## src/rtl/oam_dma_controller.sv

```systemverilog
// -----------------------------------------------------------------------------
// oam_dma_controller
//   Bus master sitting between the cpu and the system bus. While idle, cpu bus
//   cycles pass straight through. A cpu write to DMA_REG_ADDR copies
//   TRANSFER_LENGTH bytes from page {P,8'h00} to OAM_DATA_ADDR. During the
//   copy the cpu is halted and the controller owns the bus. Every register
//   advances only on cycle_tick_i.
//
// Ports
//   clock_i, reset_i            clock, asynchronous active-high reset
//   cycle_tick_i                one-clock strobe per cpu bus cycle
//   cpu_address_i/_valid_i      cpu address and address valid
//   cpu_data_i/_valid_i         cpu write data and write strobe
//   cpu_data_o/_valid_o         read data and read valid returned to the cpu
//   cpu_halt_o                  stalls the cpu while high (registered)
//   bus_address_o/_valid_o      system bus address and address valid
//   bus_data_o/_valid_o         system bus write data and write strobe
//   bus_data_i/_valid_i         system bus read data and read valid
//   dma_busy_o                  high from the start tick through the last write
// -----------------------------------------------------------------------------
module oam_dma_controller #(
    parameter logic [15:0] DMA_REG_ADDR    = 16'h4014,
    parameter logic [15:0] OAM_DATA_ADDR   = 16'h2004,
    parameter int unsigned TRANSFER_LENGTH = 256
) (
    input  logic        clock_i,
    input  logic        reset_i,
    input  logic        cycle_tick_i,
    input  logic [15:0] cpu_address_i,
    input  logic        cpu_address_valid_i,
    input  logic [7:0]  cpu_data_i,
    input  logic        cpu_data_valid_i,
    output logic [7:0]  cpu_data_o,
    output logic        cpu_data_valid_o,
    output logic        cpu_halt_o,
    output logic [15:0] bus_address_o,
    output logic        bus_address_valid_o,
    output logic [7:0]  bus_data_o,
    output logic        bus_data_valid_o,
    input  logic [7:0]  bus_data_i,
    input  logic        bus_data_valid_i,
    output logic        dma_busy_o
);

    localparam int unsigned IDX_W = 9;
    localparam logic [IDX_W-1:0] LAST_IDX = IDX_W'(TRANSFER_LENGTH - 1);

    typedef enum logic [2:0] {
        ST_IDLE,
        ST_HALT,
        ST_ALIGN,
        ST_READ,
        ST_WRITE
    } state_t;

    state_t           state_q, state_d;
    logic [7:0]       page_q, page_d;
    logic [IDX_W-1:0] index_q, index_d;
    logic [7:0]       byte_q, byte_d;
    logic             parity_q, parity_d;
    logic             cpu_halt_q, cpu_halt_d;
    logic             dma_busy_q, dma_busy_d;
    logic             start_c;

    assign start_c = cpu_address_valid_i & cpu_data_valid_i &
                     (cpu_address_i == DMA_REG_ADDR);

    assign cpu_halt_o = cpu_halt_q;
    assign dma_busy_o = dma_busy_q;

    // State and datapath registers
    always_ff @(posedge clock_i or posedge reset_i) begin
        if (reset_i) begin
            state_q    <= ST_IDLE;
            page_q     <= '0;
            index_q    <= '0;
            byte_q     <= '0;
            parity_q   <= 1'b0;
            cpu_halt_q <= 1'b0;
            dma_busy_q <= 1'b0;
        end else begin
            state_q    <= state_d;
            page_q     <= page_d;
            index_q    <= index_d;
            byte_q     <= byte_d;
            parity_q   <= parity_d;
            cpu_halt_q <= cpu_halt_d;
            dma_busy_q <= dma_busy_d;
        end
    end

    // Next-state and bus/cpu output decode
    always_comb begin
        state_d             = state_q;
        page_d              = page_q;
        index_d             = index_q;
        byte_d              = byte_q;
        parity_d            = parity_q ^ cycle_tick_i;
        cpu_halt_d          = cpu_halt_q;
        dma_busy_d          = dma_busy_q;
        cpu_data_o          = 8'h00;
        cpu_data_valid_o    = 1'b0;
        bus_address_o       = 16'h0000;
        bus_address_valid_o = 1'b0;
        bus_data_o          = 8'h00;
        bus_data_valid_o    = 1'b0;

        case (state_q)
            ST_IDLE: begin
                bus_address_o       = cpu_address_i;
                bus_address_valid_o = cpu_address_valid_i;
                bus_data_o          = cpu_data_i;
                bus_data_valid_o    = cpu_data_valid_i;
                cpu_data_o          = bus_data_i;
                cpu_data_valid_o    = bus_data_valid_i;
                if (cycle_tick_i && start_c) begin
                    page_d     = cpu_data_i;
                    index_d    = '0;
                    state_d    = ST_HALT;
                    cpu_halt_d = 1'b1;
                    dma_busy_d = 1'b1;
                end
            end
            ST_HALT: begin
                // HALT is the tick after the start tick, so an odd HALT tick
                // means an even start and READ already lands on an even tick.
                if (cycle_tick_i) begin
                    state_d = parity_q ? ST_READ : ST_ALIGN;
                end
            end
            ST_ALIGN: begin
                if (cycle_tick_i) begin
                    state_d = ST_READ;
                end
            end
            ST_READ: begin
                bus_address_o       = {page_q, index_q[7:0]};
                bus_address_valid_o = 1'b1;
                // No read data yet: hold the address for another tick.
                if (cycle_tick_i && bus_data_valid_i) begin
                    byte_d  = bus_data_i;
                    state_d = ST_WRITE;
                end
            end
            ST_WRITE: begin
                bus_address_o       = OAM_DATA_ADDR;
                bus_address_valid_o = 1'b1;
                bus_data_o          = byte_q;
                bus_data_valid_o    = 1'b1;
                if (cycle_tick_i) begin
                    if (index_q == LAST_IDX) begin
                        state_d    = ST_IDLE;
                        cpu_halt_d = 1'b0;
                        dma_busy_d = 1'b0;
                    end else begin
                        index_d = index_q + IDX_W'(1);
                        state_d = ST_READ;
                    end
                end
            end
            default: begin
                state_d = ST_IDLE;
            end
        endcase
    end

endmodule
```

## config.mk

```make
export PLATFORM = sky130hd
export DESIGN_NAME = oam_dma_controller
export DESIGN_NICKNAME = d
export VERILOG_FILES = /design/src/rtl/oam_dma_controller.sv
export SDC_FILE = /design/constraint.sdc
export NUM_CORES = 1
export LEC_CHECK = 0
export CAP_MARGIN = 20
export CELL_PAD_IN_SITES_DETAIL_PLACEMENT = 1
export CELL_PAD_IN_SITES_GLOBAL_PLACEMENT = 2
export CORE_MARGIN = 2
export CORE_UTILIZATION = 23
export CTS_CLUSTER_DIAMETER = 50
export DETAILED_ROUTE_END_ITERATION = 10
export GPL_ROUTABILITY_DRIVEN = 0
export PLACE_DENSITY = 0.79
export SLEW_MARGIN = 0
export SYNTH_ARGS = -nofsm -noshare
export SYNTH_HDL_FRONTEND = slang
export SYNTH_SLANG_ARGS = --single-unit
export TNS_END_PERCENT = 20
```

## constraint.sdc

```tcl
create_clock -name clock_i -period 2.4 [get_ports clock_i]
set_clock_uncertainty 0.15 [all_clocks]
set_input_delay 0.36 -clock clock_i [delete_from_list [all_inputs] [get_ports clock_i]]
set_output_delay 0.36 -clock clock_i [all_outputs]
set_load 0.05 [all_outputs]
```

== Word level (Yosys, flattened, before mapping) ==
Cells that the tools add are included.

* Word-level logic and storage cells: 55
* Memory bits (read-only): 0
* Latch bits: 0
* Bits of input ports: 38
* Output and inout bits: 37
* Memory bits (writable): 0
* Bits in registers: 30
* Memories kept: 0

* Bitwise operators: 3
* $add $sub $neg: 1
* Magnitude comparators: 0
* $mul: 0
* Muxes and demuxes: 22
* Reductions and logical operators: 10
* Shift operators: 0
* Eq/ne operators: 13
* Divide/modulo/power cells: 0

{| class="wikitable"
|+ Operator list
! operator !! count
|-
| $pmux 16 s3 || 1
|-
| $mux 9 || 3
|-
| $pmux 9 s2 || 1
|-
| $eq 16x15->1 const B || 1
|-
| $pmux 8 s2 || 1
|-
| $mux 3 || 5
|-
| $pmux 3 s5 || 1
|-
| $ne 2x2->1 const B || 7
|-
| $add 9x1->9 const B || 1
|-
| $eq 9x8->1 const B || 1
|-
| $mux 8 || 1
|-
| $reduce_and 4->1 || 2
|-
| $eq 3x2->1 const B || 2
|-
| $pmux 1 s2 || 3
|-
| $mux 1 || 5
|-
| $reduce_and 5->1 || 1
|-
| $reduce_and 2->1 || 2
|-
| $eq 3x1->1 const B || 1
|-
| $eq 3x3->1 const B || 1
|-
| $logic_not 3->1 || 1
|-
| $and 1x1->1 || 2
|-
| $logic_and 1x1->1 || 2
|-
| $mux 2 || 1
|-
| $reduce_bool 2->1 || 1
|-
| 2 further kinds || 2
|}

== Depth between registers and ports, before layout ==
* Depth after elaboration: 5
* Mapped depth: 8
* Depth with buffers taken out: 7

== Least setup slack after synthesis ==
Ideal clock, no wire load.

* Path kind: reg2out
* From: reg state_q[2]
* To: out bus_address_o[2]
* Arrival time: 1.947 ns
* Slack: -0.057 ns
* Buffers on the path: 1
* Data required time: 1.890 ns
* Stages on the path, launching flop included: 5
* Cell sequence: dfrtp_1 inv_1 clkbuf_1 nand2_1 o21ai_0

* Word-level cells in the longest chain between the ends: 2
* Elaborated cells between the ends (all ways): 4
* Those cells by class: eq/ne (2); mux (1); reduce/logical (1)

{| class="wikitable"
|+ RTL lines
! item !! RTL line !! source
|-
| from (decl) || 56 || <nowiki>state_t state_q, state_d;</nowiki>
|-
| from (signal assigned) || 82 || <nowiki>state_q <= state_d;</nowiki>
|-
| $eq 3x3->1, or another cell as far along || 108 || <nowiki>case (state_q)</nowiki>
|-
| $pmux 16 s3 (*) || 108 ||
|-
| to (decl) || 36 || <nowiki>output logic [15:0] bus_address_o,</nowiki>
|}

Mark *: on every way between the ends. The rest lies on a longest branch, timed or not.

== Worst setup path in the final report ==
* From: reg state_q[0]
* To: out bus_address_o[15]

The elaborated chain is that of the path after synthesis.

==> impl_metrics.py <==
metrics = {
    "status": {
        "status": "complete, no violations",
    },
    "routing": {
        "finalWirelength_um": 7126,
        "drt_pre_antenna_iters": 4,
        "remaining_drc_errors": 0,
        "detail_route.vias_per_cell": 4.923,
        "drtIter0Drc": 73,
        "vias": 1984,
        "dr_wl_cell_um": 17.68,
        "drtAntennaViolNets": 0,
    },
    "setup_path": {
        "timing.setup.critical_path_class": "register to output port",
        "critical_path_fanouts_max": 10,
        "setup.worst_path.end_class": "output port",
        "critical_path_required_ps": 1890,
        "cp.arrival_ps": 1780,
        "critical_path.startpoint_type": "register",
    },
    "clock_network": {
        "clock_latency_ps": 270,
        "clock_root_buffer": "clkbuf_8",
        "tritoncts": "done",
        "htreeDepth": 2,
        "cts.path.max_buffers": 2,
        "cts_made_buffers": 5,
        "cts_setup_buffers": 0,
        "clkTransAtPathRegs_ps": 70,
        "clock-sinks": 30,
    },
    "timing": {
        "finalWorstPathRequiredPeriod_ps": 2285,
        "headroom_to_the_max_slew_limit_pct": 66.74,
        "finalSetupViolCount": 0,
        "max_slew.worst_pin.slew_ps": 497.4,
        "timing.final.hold_violations": 0,
        "grt_setup_unrepaired": "true",
        "tns_ps": 0,
        "fin_crit_sh_pct": 95.22,
        "count_of_pins_over_their_slew_limit": 0,
        "max_clock_freq_mhz": 437.6,
    },
    "placement": {
        "placed_cells_incl_taps": 396,
        "portBuffers": 74,
        "dpl-instance-area_um2": 2965,
        "hpwl_um": 5377,
    },
    "floorplan": {
        "area_of_the_core_region_um2": 8258,
        "die_y_um": 96.36,
        "top_level_ports": 75,
        "die_width_um": 96.36,
        "std_cell_rows": 33,
        "effective_utilization_at_floorplan_pct": 23.76,
        "die_area_um2": 9284,
    },
    "global_routing": {
        "grt_pass1_vias": 2129,
        "grt_antenna_before_repair": 0,
        "grt_pass1_wl_um": 11250,
        "overflow": 0,
        "maximum_number_of_pins_on_one_net_before_global_route_repair": 31,
        "grt.total_usage_pct": 15.95,
    },
    "final_layout": {
        "finish.instance_area_um2": 3067,
        "instances_no_fill": 403,
        "finish.utilization_pct": 37.14,
        "layout-drive-gt1-share_pct": 30.87,
        "diodes": 0,
        "num-nets-final": 338,
        "areaGrowthSynthToFinish_pct": 56.31,
    },
    "power_and_ir_drop": {
        "netsw_mw": 1.634,
        "fin_total_pwr_mw": 3.280,
        "p_int_mw": 1.646,
        "power.share.sequential_pct": 21.5,
        "power_per_cell_area_nw_per_um2": 1070,
        "power_frac_clock_pct": 11.9,
        "power_frac_comb_pct": 66.7,
        "leakage_nw": 1.439,
        "power.share.switching_pct": 49.81,
        "peakVddDrop_mv": 0.3947,
    },
    "job": {
        "timing.max_cap.violations": 0,
    },
    "yosys": {
        "synth_common_cells": "dfrtp_1, nand2_1, mux2_2, nor2_1, clkbuf_1",
        "synth_top_flop_cell": "dfrtp_1",
        "post_synthesis_cell_count": 212,
        "synth_top_cell_by_area": "dfrtp_1",
        "synthesis.yosys.warnings": 0,
        "synth_top_cell_area_share_pct": 38.27,
        "synth.area.top_cells": "dfrtp_1, mux2_2, a22o_1",
        "ys_ff_latch": 30,
        "synth_sequential_area_ratio_pct": 38.27,
        "synth-edff-count": 0,
        "synthDistinctLibCells": 40,
        "syn_area_um2": 1962,
        "postSynth.asyncResetShare_pct": 100.0,
        "synth_nets": 252,
        "yosys.cell_count.top_type": "dfrtp_1",
        "syn_area_per_cell_um2": 9.254,
    },
    "min_path": {
        "hold_path_class": "primary input to asynchronous set/reset pin",
    },
}
path summary, 6_finish.rpt:
path                             from                 to  slack, ps  depth (start not counted)
max reg2reg                index_q[4]         index_q[5]        130                          8
max                        state_q[0]  bus_address_o[15]        110                          5
min in group clock_i         parity_q           parity_q        320                          1
min                           reset_i         state_q[0]        320                          3
max in group asynchronous     reset_i         index_q[5]       1480                          3
min reg2reg                  parity_q           parity_q        320                          1
through the flow:
| stage | hold slack, ps | worst slack [ps] |
|---|---|---|
| floorplan | 292.0 | 63.09 |
| global placement | 306.8 | -9.647 |
| detailed placement | 311.6 | -82.12 |
| CTS | 323.5 | 58.56 |
| global route | 331.9 | -17.63 |
| finish | 318.9 | 114.7 |
repair_timing:
action / 4_1_cts / 5_1_grt
setup endpoints to repair: 2 / 3
hold buffers: 0 / 0
pin swaps: 0 / 0
gates resized for setup: 1 / 5
hold endpoints to repair: 0 / 0
logic make-up after synthesis:
logic type,Yosys count,synth area share [%]
and+or+nand+nor,77,22.13
adders and majority gates,2,1.275
AOI/OAI and AO/OA,49,17.79
DFF,30,38.27
xor gates and xnor gates,2,0.8930
buffers and inverters,26,5.293
muxes,26,14.35
critical path, cell delays in order, from the launching register on:
cell and delay (ps):
dfrtp_1 440, or2_4 330, nor2_1 140, buf_4 220, a22o_1 170, buf_4 200
sequential cells by signal (all words and copies together), names as in the netlist:
signal / cells
parity_q: 1
state_q: 3
page_q: 8
dma_busy_o: 1
index_q: 9
byte_q: 8
cells in the final DEF, fill, tap and decap left out, types with 3 or more instances in the layout:
master and count:
buf_4 51, clkdlybuf4s50_1 39, dfrtp_1 30, nand2_1 22, mux2_2 17, nor2_1 16
a22o_1 14, and3_1 11, mux2i_1 9, buf_12 9, o21ai_0 8, inv_1 6
o211ai_1 5, clkbuf_8 5, nor4b_1 3, a21o_1 3, a31oi_1 3, a22oi_1 3
nor4_1 3, o21a_1 3, nand4_1 3
power by group through the flow:
stage | clock network [mW] | logic, mW | registers [mW]
after floorplan | 0 | 1.42 | 0.684
after global placement | 0 | 2.16 | 0.706
after detailed placement | 0 | 2.18 | 0.710
after CTS | 0.404 | 2.19 | 0.701
after global routing | 0.435 | 2.32 | 0.722
final | 0.389 | 2.19 | 0.704
per-layer routing:
metal	track usage [%]	wire (µm)
met1	22.35	3401
met2	25.75	3329
met3	2.976	319
met5	0	0
met4	3.052	76
cell type report:
class	instances	area (µm²)
clock buffers	5	68.82
clock inverters	2	10.01
fillers	974	5191
inverters	6	22.52
multi-input cells	156	1130
flip-flops and latches	30	750.7
well taps	105	131.4
repair buffers	99	953.4
Power figures use the tool's default switching activity.
